File: config.mk
export PLATFORM = sky130hd
export DESIGN_NAME = operand_loader
export DESIGN_NICKNAME = d
export VERILOG_FILES = /design/src/rtl/calc_pkg.sv /design/src/rtl/btn_conditioner.sv /design/src/rtl/operand_loader.sv
export SDC_FILE = /design/constraint.sdc
export NUM_CORES = 1
export LEC_CHECK = 0
export ABC_AREA = 1
export CORE_MARGIN = 5
export CORE_UTILIZATION = 25
export DETAILED_ROUTE_END_ITERATION = 8
export SLEW_MARGIN = 20
export SYNTH_ARGS = -nofsm -noshare
export SYNTH_HDL_FRONTEND = slang
export SYNTH_SLANG_ARGS = --single-unit
export TNS_END_PERCENT = 100
File: constraint.sdc
create_clock -name clk -period 1.6 [get_ports clk]
set_clock_uncertainty 0.15 [all_clocks]
set_input_delay 0.16 -clock clk [delete_from_list [all_inputs] [get_ports clk]]
set_output_delay 0.16 -clock clk [all_outputs]
set_load 0.05 [all_outputs]
File: src/rtl/calc_pkg.sv
// ============================================================================
// Module   : calc_pkg
// Brief    : Shared types and constants for the 4-bit calculator front-end.
// Revision : 1.0 - initial release
// ============================================================================
`default_nettype none

package calc_pkg;

    localparam int CALC_WIDTH = 4;

    localparam logic SEL_A = 1'b0;
    localparam logic SEL_B = 1'b1;

    typedef enum logic [1:0] {
        WAIT_A = 2'd0,
        WAIT_B = 2'd1,
        READY  = 2'd2
    } loader_state_t;

endpackage

`default_nettype wire

File: src/rtl/btn_conditioner.sv
// ============================================================================
// Module   : btn_conditioner
// Brief    : Two-flop synchronizer, optional debounce and rising-edge detect
//            for one raw push-button.
// Revision : 1.0 - initial release
// ============================================================================
`default_nettype none

module btn_conditioner #(
    parameter bit DEBOUNCE_EN     = 1'b0,
    parameter int DEBOUNCE_CYCLES = 16
) (
    input  logic clk,
    input  logic rst_n,
    input  logic i_btn,
    output logic o_level,
    output logic o_rise
);

    logic r_sync1;
    logic r_sync2;
    logic r_prev;
    logic w_level;

    always_ff @(posedge clk) begin
        if (!rst_n) begin
            r_sync1 <= 1'b0;
            r_sync2 <= 1'b0;
        end else begin
            r_sync1 <= i_btn;
            r_sync2 <= r_sync1;
        end
    end

    generate
        if (DEBOUNCE_EN) begin : g_debounce
            localparam int CNT_W = $clog2(DEBOUNCE_CYCLES + 1);

            logic [CNT_W-1:0] r_cnt;
            logic             r_deb;

            // The flip happens on the DEBOUNCE_CYCLES-th consecutive cycle of disagreement.
            always_ff @(posedge clk) begin
                if (!rst_n) begin
                    r_cnt <= '0;
                    r_deb <= 1'b0;
                end else if (r_sync2 == r_deb) begin
                    r_cnt <= '0;
                end else if (r_cnt == CNT_W'(DEBOUNCE_CYCLES - 1)) begin
                    r_cnt <= '0;
                    r_deb <= ~r_deb;
                end else begin
                    r_cnt <= r_cnt + 1'b1;
                end
            end

            assign w_level = r_deb;
        end else begin : g_no_debounce
            assign w_level = r_sync2;
        end
    endgenerate

    always_ff @(posedge clk) begin
        if (!rst_n) begin
            r_prev <= 1'b0;
        end else begin
            r_prev <= w_level;
        end
    end

    assign o_level = w_level;
    assign o_rise  = w_level & ~r_prev;

endmodule

`default_nettype wire

File: src/rtl/operand_loader.sv
// ============================================================================
// Module   : operand_loader
// Brief    : Captures two operands on successive load presses, then toggles
//            the mux select. Debounce enabled by OPERAND_LOADER_DEBOUNCE_EN.
// Revision : 1.0 - initial release
// ============================================================================
`default_nettype none

module operand_loader
    import calc_pkg::*;
#(
    parameter int WIDTH           = CALC_WIDTH,
    parameter int DEBOUNCE_CYCLES = 16
) (
    input  logic             clk,
    input  logic             rst_n,
    input  logic [WIDTH-1:0] sw,
    input  logic             btn_load,
    input  logic             btn_clear,
    output logic [WIDTH-1:0] in0,
    output logic [WIDTH-1:0] in1,
    output logic             sel,
    output logic             operands_valid
);

`ifdef OPERAND_LOADER_DEBOUNCE_EN
    localparam bit c_load_debounce = 1'b1;
`else
    localparam bit c_load_debounce = 1'b0;
`endif

    loader_state_t r_state;
    logic          w_load_pulse;
    logic          w_load_level;
    logic          w_clear;

    btn_conditioner #(
        .DEBOUNCE_EN     (c_load_debounce),
        .DEBOUNCE_CYCLES (DEBOUNCE_CYCLES)
    ) u_load_cond (
        .clk     (clk),
        .rst_n   (rst_n),
        .i_btn   (btn_load),
        .o_level (w_load_level),
        .o_rise  (w_load_pulse)
    );

    // Clear is level-sensitive, so only the synchronized level is used.
    btn_conditioner #(
        .DEBOUNCE_EN     (1'b0),
        .DEBOUNCE_CYCLES (DEBOUNCE_CYCLES)
    ) u_clear_cond (
        .clk     (clk),
        .rst_n   (rst_n),
        .i_btn   (btn_clear),
        .o_level (w_clear),
        .o_rise  ()
    );

    always_ff @(posedge clk) begin
        if (!rst_n || w_clear) begin
            r_state        <= WAIT_A;
            in0            <= '0;
            in1            <= '0;
            sel            <= SEL_A;
            operands_valid <= 1'b0;
        end else if (w_load_pulse) begin
            case (r_state)
                WAIT_A: begin
                    in0     <= sw;
                    r_state <= WAIT_B;
                end
                WAIT_B: begin
                    in1            <= sw;
                    r_state        <= READY;
                    operands_valid <= 1'b1;
                end
                READY: begin
                    sel <= ~sel;
                end
                default: begin
                    r_state        <= WAIT_A;
                    sel            <= SEL_A;
                    operands_valid <= 1'b0;
                end
            endcase
        end
    end

endmodule

`default_nettype wire

### Word-level counts from Yosys, hierarchy flattened

Cells that the tools add are included.

* output and inout port bits: 10
* input port bits: 8
* logic and storage cells: 31
* register bits after elaboration: 17

* mux-type cells: 3
* equal/unequal tests: 2
* reductions and logical operators: 10
* bitwise gates (word level): 6

Operator list (number)
* $reduce_and A2 Y1: 5
* $pmux W2 S3: 1
* $not A1 Y1: 5
* $pmux W1 S2: 2
* $reduce_or A2 Y1: 2
* $eq A2 B1 Y1 const B: 1
* $eq A2 B2 Y1 const B: 1
* $logic_not A2 Y1: 1
* $and A1 B1 Y1: 1
* $logic_not A1 Y1: 1
* $logic_or A1 B1 Y1: 1

### Longest topological paths before layout

Gate-level depths: netlist of the first run.

* depth after elaboration: 4
* mapped depth: 6
* mapped depth without buffers: 5

### Cells and area by module

A second synthesis of the first run with hierarchy kept.

* cell total of the unflattened synthesis: 96
* area, all modules: 688.2 um^2

By module, submodules not included
* operand_loader: times used 1, seq. area each 240.2 um^2, area an instance 503.0 um^2, cells an instance 74
* btn_conditioner: times used 2, seq. area each 60.1 um^2, area an instance 92.6 um^2, cells an instance 11

### Least setup slack after synthesis of the first run

Ideal clock, no wire load.

* path type: register -> register
* start point: register sel
* end point: register sel
* required time: 1336 ps
* setup time: 114 ps
* buffers on the path: 0
* path slack: 454 ps
* data arrival time: 882 ps
* cell stages (with the launch flop): 4
* period minus slack after synthesis: 1146 ps
* cells stage by stage: dfxtp_1 inv_1 a21oi_1 nor2_1

* longest elaborated chain between the ends: 2

RTL lines
* start: declaration: line operand_loader.sv:22 `output logic sel,`
* start signal: assignment: line operand_loader.sv:79 `sel <= ~sel;`
* $not A1 Y1: line operand_loader.sv:79
* $pmux W1 S2: line operand_loader.sv:68 `case (r_state)`

Every way passes these cells.
A chain may end at the register's enable or synchronous reset.

### Final worst setup path of the first run

* start point: register u_load_cond.r_sync2 (netlist: u_load_cond.o_level)
* end point: register in1[2]

* longest elaborated chain between the ends: 2

RTL lines
* start: declaration: line btn_conditioner.sv:21 `logic r_sync2;`
* start signal: assignment: line btn_conditioner.sv:31 `r_sync2 <= r_sync1;`
* $and A1 B1 Y1: line btn_conditioner.sv:72 `assign o_rise = w_level & ~r_prev;`
* $reduce_and A2 Y1 (no source line)
* end signal: assignment: line operand_loader.sv:74 `in1 <= sw;`
* end: declaration: line operand_loader.sv:21 `output logic [WIDTH-1:0] in1,`

Every way passes these cells.

==> results of run 1 <==
## layer usage
layer,up-vias,global-route usage [%],part of all wire [%]
met3,4,2.703,5.9
met5,-,0,0
met1,254,6.586,43
met2,13,10.75,48
met4,0,4.775,2.6
li1,321,-,-
## how the worst max path moves through the flow
stage                                               from                          end  depth (start not counted)
after floorplan                         sel$_SDFFE_PP0P_             sel$_SDFFE_PP0P_                          3
after global placement                             rst_n  operands_valid$_SDFFE_PP0P_                          5
after detailed placement                           rst_n      r_state[1]$_SDFFE_PP0P_                          5
after CTS                 u_load_cond.o_level$_SDFF_PN0_          in1[2]$_SDFFE_PP0P_                          5
after global routing      u_load_cond.o_level$_SDFF_PN0_          in1[1]$_SDFFE_PP0P_                          5
final                     u_load_cond.o_level$_SDFF_PN0_          in1[2]$_SDFFE_PP0P_                          5
## power breakdown
group	internal (mW)	switching (mW)
Clock	0.0930	0.133
Combinational	0.0399	0.0603
Sequential	0.436	0.00798
Total	0.569	0.201
## critical path, cell delays in order, from the launching register on
cell and delay (ns):
dfxtp_1 0.42, inv_2 0.06, nor2_4 0.28, nand3_1 0.12, nand2_1 0.08, nor2_1 0.04
## through the flow
step	worst slack [ns]	utilization, %	power, mW
floorplan	0.4539	-	0.5181
global placement	0.2840	32.18	0.5535
detailed placement	0.2338	32.18	0.5551
CTS	0.3374	33.21	0.7844
global route	0.2246	33.21	0.8213
finish	0.3612	33.21	0.7698
## registers in the layout, summed over array words and instances, names as in the netlist
register,cells
operands_valid,1
u_load_cond.o_level,1
r_state,2
in0,4
u_clear_cond.o_level,1
in1,4
sel,1
u_load_cond.r_prev,1
u_clear_cond.r_sync1,1
u_load_cond.r_sync1,1
## layout make-up
cell class,count,area (µm²)
clock inverter,1,5.005
tap,31,38.79
timing repair buffer,18,152.6
fill,296,1794
sequential,17,340.3
multi-input combinational,58,272.8
clock buffer,3,22.52
inverter,16,60.06
## logic make-up after synthesis
group / count (synthesis) / synth area share (%)
and+or+nand+nor: 50 / 34.00
DFF: 17 / 49.73
buffers and inverters: 17 / 10.42
AOI/OAI and AO/OA: 8 / 5.850
## placed cells by master, fill, tap and decap left out, drive strengths merged
master          n
a21oi           8
buf            11
clkbuf          3
clkdlybuf4s50   7
clkinv          1
dfxtp          17
inv            16
nand2          22
nand3          10
nor2           18
==> flow_summary.toml, run 1 <==
[run_status]
status = "finished, final reports clean"

[finish]
drive_gt1_share_pct = 20.35
fin_nets = 122
area_delta_synth_final_pct = 30.35
fin_cells = 144
postLayoutCellArea_um2 = 892.1
n_antenna_cell = 0

[critical_path]
critPathRequiredTime_ns = 1.65
rr_endpoint = "in1[2]$_SDFFE_PP0P_"
crit_fanout = 14
start_kind = "flop"
endpoint_kind = "flop"
r2r-start = "u_load_cond.o_level$_SDFF_PN0_"
arrival_ns = 1.28
r2r_slack_ns = 0.36
worst-setup-path-type = "reg -> reg"
reg2reg_depth = 5

[placement]
placedCellCount = 140
detailed_place_hpwl_um = 980.7
io_buffers = 17
finalWeightedCongestion = 0.7155
place_area_um2 = 864.6

[detailed_routing]
route.detailed.drc = 0
vias = 592
drt-total-wl_mm = 1.225
routedWlPerCell_um = 8.507
drt_iter0_drc = 8
vias_per_cell = 4.111
firstDrtPassIters = 4
final_antenna_net_count = 0

[worst_hold_path]
hold_path_startpoint = "btn_load"
hold_class = "in -> reg"
hold_end = "u_load_cond.r_sync1$_SDFF_PN0_"
hold_depth = 3

[grt]
grt_pass1_wl_mm = 2.049
grt_start_max_net_pins = 15
grt.total_usage_pct = 6.550
antenna_found_initial = 0
grt_pass1_vias = 531
grt_remaining_overflow = 0

[floorplan]
design.core.area_um2 = 2686
io_pins = 18
start_util_pct = 25.48
num_rows = 19
die_w_um = 62.32
fp.dieH_um = 62.32
dieArea_um2 = 3884

[cts]
clk_pin_slew_worst_paths_ns = 0.10
cts_root_buf = "clkbuf_4"
clock_latency_ns = 0.29
clock-sinks = 17
postCtsSetupBuffers = 0
cts_resized = 0
clk_path_buf_depth = 2
tritoncts = "yes"
htreeDepth = 1
ctsHoldBuffers = 0
numCtsBuffers = 3

[sta]
max_slew_margin_pct = 77.55
drv_slew = 0
hold_slack_ns = 0.2334
hold_violations = 0
tightest_slew_ns = 0.3359
setup_violations = 0
fmax_ghz = 0.8072
grt_setup_unrepaired = "false"
finalCritPeriodShare_pct = 77.43
layout_min_cycle_time_ns = 1.239
fin_setup_tns_ns = 0

[pwr]
powerDensity_nw_per_um2 = 862.9
leakage_nw = 0.4245
ir_drop_uv = 487.5

[synth]
synth_commonest_cells = "nand2_1 (21), dfxtp_1 (17), nor2_1 (14)"
synth-edff-count = 0
netlist_area_um2 = 684.4
yosys-top-cells-area = "dfxtp_1 (50%), nand2_1 (12%), nor2_1 (7.7%)"
synth.most_common_cell = "nand2_1"
ys_seq_area_share_pct = 49.73
synth_ff_type = "dfxtp_1"
synth_nets = 100
synth_largest_area_cell = "dfxtp_1"
ys_warn_count = 0
async_flop_share_pct = 0
synth_seq_cells = 17
yosys.cell_types.count = 11
syn_inst = 92
syn_area_per_cell_um2 = 7.439
synth_top_area_share_pct = 49.73

[run]
max_cap_violations = 0
No activity file was read; power rests on OpenSTA's default activity.
==> run 2, diff against run 1 <==
Clock period 1.6 ns to 1 ns, I/O delays scaled along.
==> run 2 against run 1 <==
- register-to-register slack got worse by 0.45 ns
- highest routed layer unchanged
- sequential power grew 61%
- clock power is 58% higher
- sequential share of layout area shrank 6.2 points
- clock-buffer cell count grew 1
- routed wire length is 6.8% higher
- non-clock buffer count rose by 6
- power grew 67%
- global-route usage is 0.93 points higher
- utilization rose by 8.7 points
- the flow now finishes with violations (negative setup slack)
- worst setup slack got worse by 0.45 ns
- combinational power increased by 110%
==> flow_summary.toml, run 2 (synthesized netlist as in run 1, its figures left out) <==
[cts]
numCtsBuffers = 3
cts_root_buf = "clkbuf_4"
clk_path_buf_depth = 2
clock_latency_ns = 0.29
clk_pin_slew_worst_paths_ns = 0.10
tritoncts = "yes"
htreeDepth = 1
clock-sinks = 17

[pwr]
p_int_mw = 0.9563
p_sw_mw = 0.3268
swShare_pct = 25.47
p_comb_share_pct = 16.3
powerDensity_nw_per_um2 = 1141
ir_drop_uv = 591.4
leakage_nw = 0.4900
pwr-share-seq_pct = 55.8
pwr-share-clk_pct = 27.9

[detailed_routing]
final_antenna_net_count = 0
drt-total-wl_mm = 1.308
vias = 619
firstDrtPassIters = 4
vias_per_cell = 4.127
drt_iter0_drc = 7
route.detailed.drc = 0
routedWlPerCell_um = 8.720

[critical_path]
start_kind = "flop"
crit_fanout = 14
endpoint_kind = "flop"
worst-setup-path-type = "reg -> reg"
r2r_slack_ns = -0.08
slowest_delay_ns = 0.38
critPathRequiredTime_ns = 1.04
slowest_stage = "dfxtp_4"
arrival_ns = 1.13
crit_chain = "inv_2, nor2_4, buf_12, nand3_1, nand2_1, nor2_1"

[finish]
fillers = 280
final_cell_mix = "nand2_1 (21), nor2_1 (13), inv_1 (12), dfxtp_2 (12), buf_12 (11)"
seq_area_um2 = 359.1
multi_input_area_um2 = 301.5
fin_nets = 128
area_delta_synth_final_pct = 64.35
postLayoutCoreUtil_pct = 41.87
n_antenna_cell = 0
final_common_cell = "nand2_1"
largestRegisters = "in0 x4, in1 x4, r_state x2"
drive_gt1_share_pct = 41.18
fin_cells = 150

[grt]
grt_pass1_wl_mm = 2.456
grt_remaining_overflow = 0
grt.total_usage_pct = 7.478
grt_pass1_vias = 627
grt_start_max_net_pins = 15
antenna_found_initial = 0

[sta]
drv_slew = 0
setup_slack_ns = -0.08424
setup_violations = 22
hold_violations = 0
layout_min_cycle_time_ns = 1.084
tightest_slew_ns = 0.2374
max_slew_margin_pct = 84.14
finalCritPeriodShare_pct = 108.4
grt_setup_unrepaired = "true"
fmax_ghz = 0.9223

[run_status]
failed_checks = "negative setup slack"
status = "finished with violations"

[placement]
detailed_place_hpwl_um = 999.3
finalWeightedCongestion = 0.7052
placedCellCount = 146
io_buffers = 17

[worst_hold_path]
hold_class = "in -> reg"

[floorplan]
design.core.area_um2 = 2686
die_w_um = 62.32
start_util_pct = 25.48
num_rows = 19
fp.dieH_um = 62.32
dieArea_um2 = 3884
io_pins = 18

[run]
max_cap_violations = 0
-- run 2: changes by cell type in the layout (fill, tap and decap cells not counted), moves of 3 or more --
| cell | change |
|---|---|
| a21oi_1 | -3 |
| nand3_2 | +3 |
| buf_4 | -6 |
| dfxtp_2 | +12 |
| buf_12 | +11 |
| nand3_1 | -3 |
| a21oi_2 | +3 |
| dfxtp_1 | -13 |
-- run 2: power by group through the flow --
stage	Sequential (mW)	Clock, mW	Combinational (mW)
after detailed placement	0.732	0	0.203
after CTS	0.717	0.375	0.208
after global placement	0.732	0	0.201
after global routing	0.720	0.408	0.228
after floorplan	0.760	0	0.0719
final	0.716	0.357	0.210
-- run 2: path summary, 6_finish.rpt --
path,startpoint,end,cells past startpoint
min reg2reg,u_load_cond.r_sync1$_SDFF_PN0_,u_load_cond.o_level$_SDFF_PN0_,2
max,u_load_cond.o_level$_SDFF_PN0_,in1[1]$_SDFFE_PP0P_,6
min,btn_load,u_load_cond.r_sync1$_SDFF_PN0_,3
max reg2reg,u_load_cond.o_level$_SDFF_PN0_,in1[1]$_SDFFE_PP0P_,6
-- run 2: cell type report --
cell class | instances | area share, %
inverter | 16 | 5.339
tap | 31 | 3.448
sequential | 17 | 31.92
clock buffer | 4 | 2.336
timing repair buffer | 24 | 30.14
multi-input combinational | 58 | 26.81
-- run 2: per-stage QoR --
stage | hold WS, ns | TNS, ns | instance area [µm²] | power (mW) | worst slack [ns]
final | 0.1853 | -1.002 | 1125 | 1.283 | -0.08424
after global routing | 0.1945 | -2.297 | 1125 | 1.356 | -0.1838
after CTS | 0.1785 | -1.215 | 1119 | 1.299 | -0.08541
after detailed placement | 0.2455 | -3.181 | 1061 | 0.9354 | -0.3210
after global placement | 0.2379 | -2.933 | 1061 | 0.9329 | -0.2707
after floorplan | 0.04345 | -0.2327 | 698.2 | 0.8317 | -0.05488
-- run 2: worst max-delay path, delay by kind of cell (launching register included) --
| family | cells | cell delay [ns] |
|---|---|---|
| DFF | 1 | 0.38 |
| and+or+nand+nor | 4 | 0.28 |
| buffers and inverters | 2 | 0.19 |
-- run 2: repair_timing --
action                                 in CTS  in global routing
pin swaps                                   3                  1
buffers inserted                            0                  0
setup endpoints to repair                  22                 22
hold buffers                                0                  0
endpoints found under the hold margin       0                  0
resized for setup                          11                  2
-- run 2: per-layer routing --
metal / track usage (%) / vias up / share of wire [%]
met1: 8.991 / 264 / 46
met4: 3.979 / 0 / 1.7
met3: 1.802 / 4 / 3.0
met2: 12.18 / 16 / 49
li1: - / 335 / -
met5: 0 / - / 0
